==> config.mk <==
export PLATFORM = sky130hd
export DESIGN_NAME = asic_cpu_top
export DESIGN_NICKNAME = d
export VERILOG_FILES = /design/src/rtl/asic_cpu_pkg.sv /design/src/rtl/asic_cpu_core.sv /design/src/rtl/asic_cpu_top.sv
export SDC_FILE = /design/constraint.sdc
export NUM_CORES = 2
export LEC_CHECK = 0
export CAP_MARGIN = 20
export CORE_MARGIN = 2
export CORE_UTILIZATION = 50
export DETAILED_ROUTE_END_ITERATION = 6
export GPL_TIMING_DRIVEN = 1
export HOLD_SLACK_MARGIN = 0.06
export PLACE_DENSITY = 0.66
export SKIP_LAST_GASP = 1
export SYNTH_ARGS = -nofsm -noshare
export SYNTH_HDL_FRONTEND = slang
export SYNTH_SLANG_ARGS = --single-unit
==> constraint.sdc <==
create_clock -name clk -period 11.8 [get_ports clk]
set_input_delay 2.36 -clock clk [delete_from_list [all_inputs] [get_ports clk]]
set_output_delay 2.36 -clock clk [all_outputs]
set_load 0.01 [all_outputs]
==> src/rtl/asic_cpu_pkg.sv <==
// Shared definitions for the minimal RV32I-subset fetch/execute core:
// opcodes, funct3/funct7 constants, FSM state type and the canonical NOP.
package asic_cpu_pkg;

    localparam logic [6:0] OP_IMM = 7'h13;
    localparam logic [6:0] OP     = 7'h33;
    localparam logic [6:0] LUI    = 7'h37;
    localparam logic [6:0] AUIPC  = 7'h17;
    localparam logic [6:0] JAL    = 7'h6F;
    localparam logic [6:0] JALR   = 7'h67;
    localparam logic [6:0] BRANCH = 7'h63;

    localparam logic [2:0] F3_ADD  = 3'b000;
    localparam logic [2:0] F3_SLT  = 3'b010;
    localparam logic [2:0] F3_SLTU = 3'b011;
    localparam logic [2:0] F3_XOR  = 3'b100;
    localparam logic [2:0] F3_OR   = 3'b110;
    localparam logic [2:0] F3_AND  = 3'b111;
    localparam logic [2:0] F3_BEQ  = 3'b000;
    localparam logic [2:0] F3_BNE  = 3'b001;
    localparam logic [2:0] F3_JALR = 3'b000;

    localparam logic [6:0] F7_BASE = 7'h00;
    localparam logic [6:0] F7_SUB  = 7'h20;

    localparam logic [31:0] NOP = 32'h0000_0013;

    typedef enum logic [1:0] {
        StReset,
        StFetch,
        StExec,
        StTrap
    } state_e;

endpackage

==> src/rtl/asic_cpu_core.sv <==
// Two-cycle fetch/execute RV32I-subset core: FSM, register file and ALU.
// Optional macro ASIC_TOP_ILLEGAL_TRAP_EN: unsupported encodings trap instead of acting as NOP.
module asic_cpu_core
    import asic_cpu_pkg::*;
#(
    parameter logic [31:0] PROGADDR_RESET = 32'h0000_0000,
    parameter int unsigned REG_COUNT      = 32
) (
    input  logic        clk,
    input  logic        resetn,
    input  logic        mem_ready,
    input  logic [31:0] mem_rdata,
    output logic        mem_valid,
    output logic [31:0] mem_addr,
    output logic        mem_instr,
    output logic        trap
);

`ifdef ASIC_TOP_ILLEGAL_TRAP_EN
    localparam bit IllegalTrap = 1'b1;
`else
    localparam bit IllegalTrap = 1'b0;
`endif

    state_e      state;
    logic [31:0] pc;
    logic [31:0] ir;
    logic [31:0] regs [REG_COUNT];

    logic [6:0]  opcode;
    logic [4:0]  rd, rs1, rs2;
    logic [2:0]  funct3;
    logic [6:0]  funct7;
    logic [31:0] imm_i, imm_u, imm_j, imm_b;
    logic [31:0] rs1_val, rs2_val, pc_plus4;
    logic [31:0] wdata, next_pc;
    logic        wen, illegal, jump, misaligned, trap_now, rf_we;

    assign opcode = ir[6:0];
    assign rd     = ir[11:7];
    assign funct3 = ir[14:12];
    assign rs1    = ir[19:15];
    assign rs2    = ir[24:20];
    assign funct7 = ir[31:25];
    assign imm_i  = {{20{ir[31]}}, ir[31:20]};
    assign imm_u  = {ir[31:12], 12'b0};
    assign imm_j  = {{12{ir[31]}}, ir[19:12], ir[20], ir[30:21], 1'b0};
    assign imm_b  = {{20{ir[31]}}, ir[7], ir[30:25], ir[11:8], 1'b0};

    assign rs1_val  = (rs1 == 5'd0) ? 32'd0 : regs[rs1];
    assign rs2_val  = (rs2 == 5'd0) ? 32'd0 : regs[rs2];
    assign pc_plus4 = pc + 32'd4;

    always_comb begin
        wdata   = '0;
        wen     = 1'b0;
        illegal = 1'b0;
        jump    = 1'b0;
        next_pc = pc_plus4;
        case (opcode)
            OP_IMM: begin
                wen = 1'b1;
                case (funct3)
                    F3_ADD:  wdata = rs1_val + imm_i;
                    F3_SLT:  wdata = {31'b0, $signed(rs1_val) < $signed(imm_i)};
                    F3_SLTU: wdata = {31'b0, rs1_val < imm_i};
                    F3_XOR:  wdata = rs1_val ^ imm_i;
                    F3_OR:   wdata = rs1_val | imm_i;
                    F3_AND:  wdata = rs1_val & imm_i;
                    default: begin wen = 1'b0; illegal = 1'b1; end
                endcase
            end
            OP: begin
                wen = 1'b1;
                if (funct3 == F3_ADD && funct7 == F7_SUB) begin
                    wdata = rs1_val - rs2_val;
                end else if (funct7 != F7_BASE) begin
                    wen     = 1'b0;
                    illegal = 1'b1;
                end else begin
                    case (funct3)
                        F3_ADD:  wdata = rs1_val + rs2_val;
                        F3_XOR:  wdata = rs1_val ^ rs2_val;
                        F3_OR:   wdata = rs1_val | rs2_val;
                        F3_AND:  wdata = rs1_val & rs2_val;
                        default: begin wen = 1'b0; illegal = 1'b1; end
                    endcase
                end
            end
            LUI: begin
                wen   = 1'b1;
                wdata = imm_u;
            end
            AUIPC: begin
                wen   = 1'b1;
                wdata = pc + imm_u;
            end
            JAL: begin
                wen     = 1'b1;
                wdata   = pc_plus4;
                jump    = 1'b1;
                next_pc = pc + imm_j;
            end
            JALR: begin
                if (funct3 == F3_JALR) begin
                    wen     = 1'b1;
                    wdata   = pc_plus4;
                    jump    = 1'b1;
                    next_pc = (rs1_val + imm_i) & ~32'd1;
                end else begin
                    illegal = 1'b1;
                end
            end
            BRANCH: begin
                if (funct3 == F3_BEQ || funct3 == F3_BNE) begin
                    jump = (rs1_val == rs2_val) ^ (funct3 == F3_BNE);
                    if (jump) next_pc = pc + imm_b;
                end else begin
                    illegal = 1'b1;
                end
            end
            default: illegal = 1'b1;
        endcase
    end

    // Only taken control transfers can produce an unaligned pc.
    assign misaligned = jump && (next_pc[1:0] != 2'b00);
    assign trap_now   = misaligned || (IllegalTrap && illegal);
    assign rf_we      = (state == StExec) && wen && !trap_now && (rd != 5'd0);

    always_ff @(posedge clk) begin
        if (rf_we) regs[rd] <= wdata;
    end

    always_ff @(posedge clk or negedge resetn) begin
        if (!resetn) begin
            state     <= StReset;
            pc        <= PROGADDR_RESET;
            ir        <= NOP;
            mem_valid <= 1'b0;
            mem_instr <= 1'b0;
            mem_addr  <= PROGADDR_RESET;
            trap      <= 1'b0;
        end else begin
            case (state)
                StReset: begin
                    state     <= StFetch;
                    mem_valid <= 1'b1;
                    mem_instr <= 1'b1;
                    mem_addr  <= pc;
                end
                StFetch: begin
                    if (mem_ready) begin
                        ir        <= mem_rdata;
                        mem_valid <= 1'b0;
                        mem_instr <= 1'b0;
                        state     <= StExec;
                    end
                end
                StExec: begin
                    if (trap_now) begin
                        trap  <= 1'b1;
                        state <= StTrap;
                    end else begin
                        pc        <= next_pc;
                        mem_addr  <= next_pc;
                        mem_valid <= 1'b1;
                        mem_instr <= 1'b1;
                        state     <= StFetch;
                    end
                end
                default: begin
                    mem_valid <= 1'b0;
                    mem_instr <= 1'b0;
                    trap      <= 1'b1;
                end
            endcase
        end
    end

endmodule

==> src/rtl/asic_cpu_top.sv <==
// Chip-level wrapper: connects the memory handshake and trap pins to u_core.
// Honours macro ASIC_TOP_ILLEGAL_TRAP_EN through the core.
module asic_cpu_top
    import asic_cpu_pkg::*;
#(
    parameter logic [31:0] PROGADDR_RESET = 32'h0000_0000,
    parameter int unsigned REG_COUNT      = 32
) (
    input  logic        clk,
    input  logic        resetn,
    input  logic        mem_ready,
    input  logic [31:0] mem_rdata,
    output logic        mem_valid,
    output logic [31:0] mem_addr,
    output logic        mem_instr,
    output logic        trap
);

    asic_cpu_core #(
        .PROGADDR_RESET (PROGADDR_RESET),
        .REG_COUNT      (REG_COUNT)
    ) u_core (
        .clk       (clk),
        .resetn    (resetn),
        .mem_ready (mem_ready),
        .mem_rdata (mem_rdata),
        .mem_valid (mem_valid),
        .mem_addr  (mem_addr),
        .mem_instr (mem_instr),
        .trap      (trap)
    );

endmodule

==> summary.md <==
| Metric | Value |
|---|---|
| DRC violations left | `0` |
| CTS Hold Bufs | `0` |
| Number of enable flip-flop cells after synthesis | `1024` |
| DRT Wirelength | `221800 µm` |
| Initial antenna violation count | `6` |
| CP endpoint kind | `register` |
| Antenna viol nets, final | `0` |
| CP arrival | `10.46 ns` |
| Synthesized area | `65460 µm²` |
| Grt met1 use | `44.90%` |
| Syn_area_per_cell | `13.43 µm²` |
| Synth unique cells | `83` |
| DR vias | `46820` |
| Required @ worst endpoint | `12.18 ns` |
| Top_reg_cell synth | `edfxtp_1` |
| Reg2reg setup slack | `1.72 ns` |
| Worst slew pin tran | `1.068 ns` |
| Switching power | `11440 µW` |
| Clock power share | `16.0%` |
| Filler instances | `10390` |
| Setup violators final | `0` |
| Tightest Hold Check Type | `register to register` |
| Met2 usage | `51.31%` |
| Switch share | `48.26%` |
| 1st-pass router iterations | `6` |
| Post-synthesis sequential area ratio | `50.80%` |
| Worst path slowest cell | `dfrtp_4` |
| Commonest non-fill, non-tap cells in the layout | `edfxtp_1 (1024), mux4_2 (523), nand2_1 (397)` |
| Die W | `365.8 µm` |
| TritonCTS Sinks | `1124` |
| Via/cell ratio | `6.931` |
| Area of the multi-input gates | `30770 µm²` |
| Worst clock skew | `0.08906 ns` |
| Layout cells sized above 1 | `20.45%` |
| WHS | `0.4744 ns` |
| Most common cell after layout, fill and taps aside | `edfxtp_1` |
| IO Port Bufs | `69` |
| Die Height | `365.8 µm` |
| Post-DP HPWL | `142500 µm` |
| Largest cells by area after synthesis | `edfxtp_1 (47%), mux4_2 (18%), ha_1 (4.6%), dfrtp_1 (3.7%), mux2i_1 (3.0%)` |
| Hold path depth | `2` |
| Cts bufs inserted | `115` |
| Fin crit share | `85.39%` |
| CTS clk-pin slew, worst paths | `0.06 ns` |
| Core area | `129600 µm²` |
| Worst vdd rail ir drop | `0.1979 mV` |
| Fin Setup TNS | `0 ns` |
| Busiest grt layer | `met2` |
| Largest net degree at the start of global routing | `109` |
| Total chip power | `23700 µW` |
| Fin nets | `5193` |
| CTS tree | `yes` |
| Startpoint types | `register` |
| Max-slew violations | `0` |
| Crit-path max cell delay | `1.07 ns` |
| Synth warn | `0` |
| Internal Power | `12260 µW` |
| Outcome | `finished, final reports clean` |
| P per Cell Area | `323.7 nW/µm²` |
| Clk root buf | `clkbuf_16` |
| M3 GR Usage | `5.776%` |
| CP Class | `register to register` |
| Crit path time final | `10.08 ns` |
| R2R cell count | `20` |
| Area of the die | `133800 µm²` |
| Max-slew headroom | `28.32%` |
| Largest fanout on the critical path | `43` |
| Share of the synthesized area in the top cell type | `46.97%` |
| Largest area contributor in the netlist | `edfxtp_1` |
| Initial drt markers | `6641` |
| DR WL/cell | `32.83 µm` |
| Gpl congestion | `0.9885` |
| Post-layout util | `56.46%` |
| Num rows | `132` |
| RSZ-0062 raised after global routing | `false` |
| Synth-to-layout area growth | `11.81%` |
| Gr ovfl total | `0` |
| PostCTS Resize Cnt | `0` |
| Max-Cap Viols | `0` |
| Register area | `33290 µm²` |
| Async S/R FF share, synth | `8.897%` |
| Comb pwr share | `62.5%` |
| Initial Util | `50.49%` |
| HP Start | `u_core.mem_addr[0]` |
| # IOs | `70` |
| Leakage | `0.02551 µW` |
| Reg2reg end | `u_core.regs[4][12]` |
| Critical R2R Launch | `u_core.ir[20]` |
| Most used cell, CP | `nand2_1` |
| Clk buf depth | `3` |
| Post-synthesis register bit count | `1124` |
| Sequential share of power | `21.5%` |
| Clk_lat worst skew | `0.81 ns` |
| Crit-path cells | `buf_4, mux4_2, mux4_2, nand2_1, nand2_1, nand2_1, ha_1, nor4_1, nand4_1, o31a_1, o21ai_1, nor2_1, a222oi_1, a21oi_2, a21oi_4, nand2_1, or3_1, or3_1, nor2_4, buf_4` |
| Total GRT Usage | `32.72%` |
| Post-synthesis cell count | `4873` |
| Max Clock Freq | `99.25 MHz` |
| Hold Path End | `u_core.mem_addr[0]` |
| First-pass GRT wire length | `319400 µm` |
| Postcts setup bufs | `0` |
| Vias in the first global route | `45070` |
| Final Hold Viols | `0` |
| Maximum level of the CTS H-tree | `3` |
metal layers:
metal  wire length, µm  up-vias  part of all wire, %
met1             85630    23940                   39
met5                80        -                0.036
met3             21970      582                  9.9
li1                  -    19490                    -
met2            102800     2797                   46
met4             11300       10                  5.1
sequential cells by signal, indices dropped and copies added, names as in the netlist:
| register | count |
|---|---|
| u_core.ir | 32 |
| u_core.mem_addr | 32 |
| u_core.mem_valid | 1 |
| u_core.pc | 32 |
| u_core.regs | 1024 |
| u_core.state | 2 |
| u_core.trap | 1 |
how the worst max path moves through the flow:
stage	slack [ns]	startpoint	end
after floorplan	3.20	u_core.ir[15]	u_core.regs[12][0]
after global placement	1.99	u_core.ir[20]	u_core.regs[4][9]
after detailed placement	1.90	u_core.ir[20]	u_core.regs[4][10]
after CTS	1.87	u_core.ir[20]	u_core.regs[13][5]
after global routing	1.38	u_core.ir[20]	u_core.regs[20][25]
final	1.72	u_core.ir[20]	u_core.regs[4][12]
logic make-up (layout without fill, tap and decap cells):
group / after synthesis / after routing / synth area share, %
flops: 1124 / 1124 / 50.80
compound gates: 1119 / 1119 / 11.23
simple gates: 976 / 976 / 6.684
mux: 762 / 762 / 21.73
buf+inv: 512 / 620 / 2.991
fa+ha+maj: 248 / 248 / 4.809
xor+xnor: 131 / 131 / 1.753
other cells: 1 / 33 / 0.005728
stage by stage:
step           worst slack [ns]  cells  area (µm²)
2_1_floorplan             3.201   4904       65580
6_report                  1.724   6755       73200
4_1_cts                   1.870   6749       73110
3_3_place_gp              1.993   6526       69080
5_1_grt                   1.378   6754       73200
3_5_place_dp              1.896   6530       69140
power groups by stage:
stage	Combinational [µW]	Sequential [µW]	Clock [µW]
after CTS	14500	5070	3810
after floorplan	10200	4780	0
after detailed placement	14400	5160	0
final	14800	5100	3780
after global placement	14400	5150	0
after global routing	15800	5100	3980
cell type report:
class | instances | area share, %
Timing Repair Buffer | 233 | 3.224
Tap cell | 1742 | 2.978
Multi-Input combinational cell | 3268 | 42.03
Clock inverter | 86 | 1.354
Sequential cell | 1124 | 45.48
Inverter | 168 | 0.8649
Clock buffer | 133 | 4.065
Antenna cell | 1 | 0.003419
Yosys cell counts (36+ instances only):
| master | count |
|---|---|
| xnor2_1 | 86 |
| edfxtp_1 | 1024 |
| xor2_1 | 45 |
| nand2b_1 | 38 |
| mux2_2 | 42 |
| a21oi_1 | 282 |
| o21ai_0 | 222 |
| nand2_1 | 399 |
| mux4_2 | 523 |
| o31ai_1 | 38 |
| o21bai_1 | 42 |
| a22oi_1 | 81 |
| a21o_1 | 69 |
| inv_1 | 165 |
| nor2_1 | 275 |
| ha_1 | 242 |
| o221ai_1 | 76 |
| nor3_1 | 40 |
| nand3_1 | 73 |
| o22ai_1 | 59 |
| buf_1 | 64 |
| a31oi_1 | 36 |
| dfrtp_1 | 97 |
| clkbuf_1 | 259 |
| mux2i_1 | 197 |
| a221oi_1 | 38 |
worst max-delay path, delay by kind of cell, from the launching register on:
kind	cells	cell delay, ns
fa+ha+maj	1	0.38
compound gates	5	2.38
simple gates	10	3.75
buf+inv	2	1.00
mux	2	1.02
flops	1	1.07
Power figures use the tool's default switching activity.
